## src/rtl/gf180mcu_fd_sc_mcu9t5v0__bufz_rx.sv

```systemverilog
// Receive-side qualifier for a shared bufz bus: settles a one-hot driver, captures and tracks BUS, flags float/contention.
// Optional macro GF180MCU_FD_SC_MCU9T5V0__BUFZ_RX_KEEPER_EN retains Q/SRC through IDLE and CONTEND.
module gf180mcu_fd_sc_mcu9t5v0__bufz_rx #(
    parameter int WIDTH  = 8,
    parameter int NDRV   = 4,
    parameter int SETTLE = 2,
    parameter int CNT_W  = 8
) (
    input  logic                     CLK,
    input  logic                     RST,
    input  logic [NDRV-1:0]          EN,
    input  logic [WIDTH-1:0]         BUS,
    input  logic                     CLR,
    output logic [WIDTH-1:0]         Q,
    output logic                     QV,
    output logic [$clog2(NDRV)-1:0]  SRC,
    output logic                     FLOAT,
    output logic                     CONT,
    output logic [CNT_W-1:0]         CONT_CNT
);

    localparam int SRC_W = $clog2(NDRV);
    localparam int CW    = $clog2(SETTLE + 1);

    typedef enum logic [1:0] {
        S_IDLE    = 2'd0,
        S_SETTLE  = 2'd1,
        S_HOLD    = 2'd2,
        S_CONTEND = 2'd3
    } state_t;

    state_t             state_q, state_d;
    logic [CW-1:0]      cnt_q, cnt_d;
    logic [SRC_W-1:0]   trk_q, trk_d;
    logic [WIDTH-1:0]   q_q, q_d;
    logic               qv_q, qv_d;
    logic [SRC_W-1:0]   src_q, src_d;
    logic               float_q, float_d;
    logic               cont_q, cont_d;
    logic [CNT_W-1:0]   cc_q, cc_d;

    logic               none, multi;
    logic [SRC_W-1:0]   drv;
    logic               capture, track, entry, drop_q;

    // x & (x-1) is nonzero exactly when two or more enables are set.
    always_comb begin
        none  = (EN == '0);
        multi = ((EN & (EN - NDRV'(1))) != '0);
        drv   = '0;
        for (int i = 0; i < NDRV; i++) begin
            if (EN[i]) drv = SRC_W'(i);
        end
    end

    always_ff @(posedge CLK) begin
        if (RST) begin
            state_q <= S_IDLE;
            cnt_q   <= '0;
            trk_q   <= '0;
            q_q     <= '0;
            qv_q    <= 1'b0;
            src_q   <= '0;
            float_q <= 1'b1;
            cont_q  <= 1'b0;
            cc_q    <= '0;
        end else begin
            state_q <= state_d;
            cnt_q   <= cnt_d;
            trk_q   <= trk_d;
            q_q     <= q_d;
            qv_q    <= qv_d;
            src_q   <= src_d;
            float_q <= float_d;
            cont_q  <= cont_d;
            cc_q    <= cc_d;
        end
    end

    always_comb begin
        state_d = state_q;
        cnt_d   = cnt_q;
        trk_d   = trk_q;
        capture = 1'b0;
        track   = 1'b0;
        if (none) begin
            state_d = S_IDLE;
            cnt_d   = '0;
        end else if (multi) begin
            state_d = S_CONTEND;
            cnt_d   = '0;
        end else if (state_q == S_HOLD && drv == trk_q) begin
            track = 1'b1;
        end else begin
            // Any change of driver, or arriving from a non-SETTLE state, restarts the count.
            cnt_d = (state_q == S_SETTLE && drv == trk_q) ? cnt_q + CW'(1) : CW'(1);
            trk_d = drv;
            if (cnt_d == CW'(SETTLE)) begin
                capture = 1'b1;
                state_d = S_HOLD;
            end else begin
                state_d = S_SETTLE;
            end
        end
    end

`ifdef GF180MCU_FD_SC_MCU9T5V0__BUFZ_RX_KEEPER_EN
    assign drop_q = 1'b0;
`else
    assign drop_q = none | multi;
`endif

    always_comb begin
        q_d     = q_q;
        qv_d    = 1'b0;
        src_d   = src_q;
        float_d = none;
        cont_d  = cont_q;
        cc_d    = cc_q;
        entry   = multi && (state_q != S_CONTEND);
        if (capture) begin
            q_d   = BUS;
            src_d = drv;
            qv_d  = 1'b1;
        end else if (track) begin
            q_d  = BUS;
            qv_d = (BUS != q_q);
        end
        if (drop_q) begin
            q_d   = '0;
            src_d = '0;
        end
        if (multi) begin
            cont_d = 1'b1;
        end else if (CLR) begin
            cont_d = 1'b0;
        end
        // A contention entry coinciding with CLR restarts the count at one.
        if (entry) begin
            if (CLR) cc_d = CNT_W'(1);
            else if (cc_q != '1) cc_d = cc_q + CNT_W'(1);
        end else if (CLR) begin
            cc_d = '0;
        end
    end

    assign Q        = q_q;
    assign QV       = qv_q;
    assign SRC      = src_q;
    assign FLOAT    = float_q;
    assign CONT     = cont_q;
    assign CONT_CNT = cc_q;

endmodule
```

## config.mk

```make
export PLATFORM = sky130hd
export DESIGN_NAME = gf180mcu_fd_sc_mcu9t5v0__bufz_rx
export DESIGN_NICKNAME = d
export VERILOG_FILES = /design/src/rtl/gf180mcu_fd_sc_mcu9t5v0__bufz_rx.sv
export SDC_FILE = /design/constraint.sdc
export NUM_CORES = 1
export LEC_CHECK = 0
export BUFFER_PORTS_ARGS = -buffer_cell sky130_fd_sc_hd__buf_4
export CAP_MARGIN = 25
export CORE_MARGIN = 2
export CORE_UTILIZATION = 45
export CTS_BUF_LIST = sky130_fd_sc_hd__clkbuf_8
export DETAILED_ROUTE_END_ITERATION = 7
export PLACE_DENSITY = 0.81
export SLEW_MARGIN = 20
export SYNTH_ARGS = -nofsm -noshare
export SYNTH_HDL_FRONTEND = slang
export SYNTH_SLANG_ARGS = --single-unit
```

## constraint.sdc

```tcl
create_clock -name CLK -period 2 [get_ports CLK]
set_input_delay 0.4 -clock CLK [delete_from_list [all_inputs] [get_ports CLK]]
set_output_delay 0.4 -clock CLK [all_outputs]
set_load 0.1 [all_outputs]
```

==> results of run 1 <==
power groups by stage:
stage                     sequential [uW]  clock, uW  combinational (uW)
after floorplan                       623          0                99.4
after global placement                577          0                 200
after detailed placement              578          0                 206
after CTS                             565        333                 207
after global routing                  568        348                 225
final                                 565        322                 206
cell type report:
| cell class | instances | area, sq um |
|---|---|---|
| well taps | 33 | 41.3 |
| clock inverters | 1 | 7.51 |
| multi-input cells | 110 | 782 |
| inverters | 2 | 7.51 |
| flip-flops and latches | 27 | 551 |
| fillers | 285 | 1250 |
| clock buffers | 3 | 41.3 |
| repair buffers | 39 | 293 |
routing by layer:
layer  global-route usage (%)  share of wire [%]  wire (um)
met1                     22.0                 43       1300
met2                     33.0                 50       1510
met3                     5.24                4.4        133
met4                     7.14                2.0         60
met5                        0                  0          0
placed cells by master, fill, tap and decap left out, drive strengths merged, types with 3 or more instances in the layout:
master / instances
nor3b: 3
nor2b: 4
xor2: 10
a31oi: 5
nor3: 6
o221a: 8
nor4: 3
nand2: 7
a21oi: 10
o21ai: 8
clkbuf: 3
dfxtp: 27
nor2: 11
nand2b: 4
nand3: 3
buf: 39
xnor2: 3
cell families (layout without fill, tap and decap cells):
logic type                 after synthesis  in the layout  share of synthesized area [%]
AOI/OAI and AO/OA                       44             44                           25.3
xor gates and xnor gates                13             13                           8.31
adders and majority gates                3              3                           2.47
buffers and inverters                    9             45                           3.47
DFF                                     27             27                           39.5
muxes                                    1              1                          0.731
and+or+nand+nor                         49             49                           20.3
final timing paths:
kind            start          end  slack (ps)
max reg2reg  trk_q[0]         Q[1]         230
max          trk_q[0]         Q[1]         230
min reg2reg      CONT         CONT         480
min               RST  CONT_CNT[0]         300
metrics by stage:
stage | power [uW] | cell area [sq um] | instances | worst slack [ps] | hold WS, ps
after floorplan | 723 | 1380 | 146 | 72.7 | 462
after CTS | 1110 | 1720 | 215 | 212 | 298
after global placement | 777 | 1670 | 211 | 125 | 466
after global routing | 1140 | 1720 | 215 | 115 | 306
after detailed placement | 784 | 1670 | 211 | 30.9 | 469
final | 1090 | 1720 | 215 | 227 | 303
state kept, by name (all words and copies together), names as in the netlist:
signal and cells:
SRC 2, trk_q 2, state_q 2, FLOAT 1, Q 8, CONT_CNT 8
QV 1, CONT 1, cnt_q 2
==> impl_metrics.ini, run 1 <==
[status]
status = finished, final reports clean

[logic_synthesis]
synth.cells.most_frequent = dfxtp_1 (27), a21oi_1 (10), xor2_1 (10)
syn_avg_cell_area_sq_um = 9.38
synthFlopType = dfxtp_1
syn_inst = 146
synth.most_common_cell = dfxtp_1
yosys.area.top_type = dfxtp_1
yosys_warnings = 0
syn_nets = 162
synth_top_area_share_pct = 39.5
synthTopCellsByArea = dfxtp_1 (39%), o221a_2 (6.6%), xor2_1 (6.4%)
synth_edf_count = 0
synthesis.area_sq_mm = 0.00137
ys_seq_area_share_pct = 39.5
async_flop_share_pct = 0
ys_types = 43
synth-seq-cells = 27

[placed_design]
gp_congestion = 0.823
hpwl_um = 2340
port_buffers = 35

[floorplanning]
die_w_um = 59.2
die_h_um = 59.2
start_util_pct = 46.0
num_rows = 20
core_sq_mm = 0.00298
ioPinCount = 36
dieArea_sq_mm = 0.00350

[finish]
final_util_pct = 57.9
antenna_cells = 0
syn_to_final_growth_pct = 25.8
drive_gt1_share_pct = 37.9
nets = 199

[worst_setup_path]
crit_path_start_kind = register
crit_path_end_kind = register
slowest_stage = or4_4
cp.arrival_ps = 2000
cp.depth = 5
critical_path_required_ps = 2220
critPathBufInv = 0
path_class = reg2reg
cp_max_fo = 10
crit_family = simple AND/OR/NAND/NOR gates
path_cells = xor2_1 -> or4_4 -> o2bb2ai_2 -> nor2_2 -> o221a_2
max_stage_delay_ps = 440
r2r_cells = 5

[sta]
slew_headroom_pct = 60.1
post-route-period-util_pct = 88.7
period_needed_ps = 1770
slew_viol_final = 0
setup_viol = 0
worstMarginPinSlew_ps = 592
fin_skew_ps = 6.89
tns_ps = 0
max_clock_freq_mhz = 564
hold_viol = 0
rsz0062_at_grt = false

[routing]
vias = 1231
remaining_drc_errors = 0
dr.first_iter.drc_count = 38
routed_wl_um = 3000
drt-vias-per-instance = 5.73
routedWlPerCell_um = 14.0
first_pass_iters = 4
ant_nets = 0

[hold_path]
hp-class = in2reg
holdPathStages = 2

[global_routing]
grt_overflow_total = 0
grt_max_degree = 17
grt_pass1_wl_um = 5150
grt_pass1_vias = 1211
grt_antenna_before_repair = 0
grt_use_total_pct = 18.9

[clock_tree]
clk_root_buffer_cell = clkbuf_8
clk_path_buf_depth = 2
path_clk_slew_ps = 100
cts_buffers = 3
cts_hold_buf = 0
cts.sinks = 27
clk_latency_ps = 280
cts_tree = done
cts_max_level = 1
post_cts_resized = 0
post-cts-setup-buffers = 0

[power]
p_seq_share_pct = 51.7
pwr-share-clk_pct = 29.5
p_int_uw = 770
vdd_drop_max_mv = 0.616
swShare_pct = 29.6
switching_power_uw = 324
pwr-share-comb_pct = 18.9
power.density_mw_per_mm2 = 635
p_leak_uw = 0.000690

[run]
drv_cap = 0
Note: power is estimated with default switching activity, not from simulation.
==> run 2: changes to the inputs <==
--- a/config.mk
+++ b/config.mk
@@ -11,7 +11,7 @@
 export CORE_UTILIZATION = 45
 export CTS_BUF_LIST = sky130_fd_sc_hd__clkbuf_8
 export DETAILED_ROUTE_END_ITERATION = 7
-export PLACE_DENSITY = 0.81
+export PLACE_DENSITY = 0.72
 export SLEW_MARGIN = 20
 export SYNTH_ARGS = -nofsm -noshare
 export SYNTH_HDL_FRONTEND = slang
==> impl_metrics.ini, run 2 (synthesis gave the netlist of run 1 again) <==
[hold_path]
hp-class = in2reg
hold_start = RST
holdPathStages = 2
whs_endpoint = CONT_CNT[0]

[finish]
layout_commonest_cell = buf_4
fin_cells = 216
antenna_cells = 0
fillers = 277
final_util_pct = 58.1
syn_to_final_growth_pct = 26.3
nets = 200
final_cell_mix = buf_4 (40), dfxtp_1 (19), a21oi_1 (10), xor2_1 (10), nor2_1 (9)
drive_gt1_share_pct = 38.3

[worst_setup_path]
rrSetupSlack_ps = 230
path_class = reg2reg
crit_path_start_kind = register
cp.arrival_ps = 1990
crit_path_end_kind = register
critical_path_required_ps = 2220
r2r_cells = 5
rr_endpoint = Q[4]
cp_max_fo = 10
timing.rr.start = trk_q[0]

[sta]
period_needed_ps = 1770
max_clock_freq_mhz = 566
slew_headroom_pct = 63.2
rsz0062_at_grt = false
worstMarginPinSlew_ps = 546
tns_ps = 0
setup_viol = 0
slew_viol_final = 0
fin_skew_ps = 6.86
hold_viol = 0
post-route-period-util_pct = 88.4

[floorplanning]
dieArea_sq_mm = 0.00350
die_w_um = 59.2
start_util_pct = 46.0
core_sq_mm = 0.00298
die_h_um = 59.2
num_rows = 20
ioPinCount = 36

[clock_tree]
cts_hold_buf = 0
cts_max_level = 1
path_clk_slew_ps = 100
cts.sinks = 27
post_cts_resized = 0
post-cts-setup-buffers = 0
clk_latency_ps = 280
cts_tree = done
clk_path_buf_depth = 2
clk_root_buffer_cell = clkbuf_8
cts_buffers = 3

[placed_design]
hpwl_um = 2320
post-place-cells = 212
gp_congestion = 0.833
port_buffers = 35

[routing]
drt-vias-per-instance = 5.79
routed_wl_um = 2990
routedWlPerCell_um = 13.8
vias = 1250
first_pass_iters = 4
ant_nets = 0
dr.first_iter.drc_count = 46
remaining_drc_errors = 0

[global_routing]
grt_overflow_total = 0
grt_max_degree = 17
grt_pass1_wl_um = 5020
grt_antenna_before_repair = 0
grt_pass1_vias = 1096
grt_use_total_pct = 18.3

[power]
p_total_uw = 1090
p_leak_uw = 0.000695
vdd_drop_max_mv = 0.482
power.density_mw_per_mm2 = 632

[run]
drv_cap = 0

[status]
status = finished, final reports clean
-- run 2: cell count changes in the layout (fill, tap and decap cells not counted), sizes merged --
cell,change
buf,+1
-- run 2: worst max-delay path, stage by stage, from the launching register on --
cell	delay, ps
dfxtp_1	340
xor2_1	160
or4_4	430
o2bb2ai_2	220
nor2_2	300
o221a_2	260
-- run 2: power breakdown --
group	internal, uW	switching (uW)
Sequential	553	12.7
Combinational	78.1	130
Clock	142	178
Total	772	321
-- run 2: cell type report --
cell class / count / area, sq um / share of cell area (%)
inverter: 2 / 7.51 / 0.434
timing repair buffer: 40 / 300 / 17.4
multi-input combinational: 110 / 782 / 45.2
clock buffer: 3 / 41.3 / 2.39
clock inverter: 1 / 7.51 / 0.434
tap: 33 / 41.3 / 2.39
sequential: 27 / 551 / 31.8
-- run 2: per-layer routing --
layer | GRT usage (%) | up-vias | part of all wire (%)
li1 | - | 621 | -
met1 | 24.2 | 584 | 44
met2 | 31.0 | 35 | 50
met3 | 3.06 | 10 | 3.9
met4 | 4.87 | 0 | 1.7
met5 | 0 | - | 0
-- run 2: worst max path at each step --
| stage | end | from | depth (start not counted) |
|---|---|---|---|
| 4_1_cts | Q[4] | trk_q[0] | 5 |
| 3_3_place_gp | Q[6] | EN[1] | 6 |
| 5_1_grt | Q[4] | trk_q[0] | 5 |
| 2_1_floorplan | CONT_CNT[0] | CONT_CNT[0] | 6 |
| 6_report | Q[4] | trk_q[0] | 5 |
| 3_5_place_dp | Q[7] | EN[1] | 6 |
-- run 2: per-stage QoR --
step	instance area (sq um)	hold WS, ps	worst slack, ps
after CTS	1730	302	218
after global routing	1730	304	124
after global placement	1680	461	106
after floorplan	1380	462	72.7
after detailed placement	1680	463	26.3
final	1730	316	233
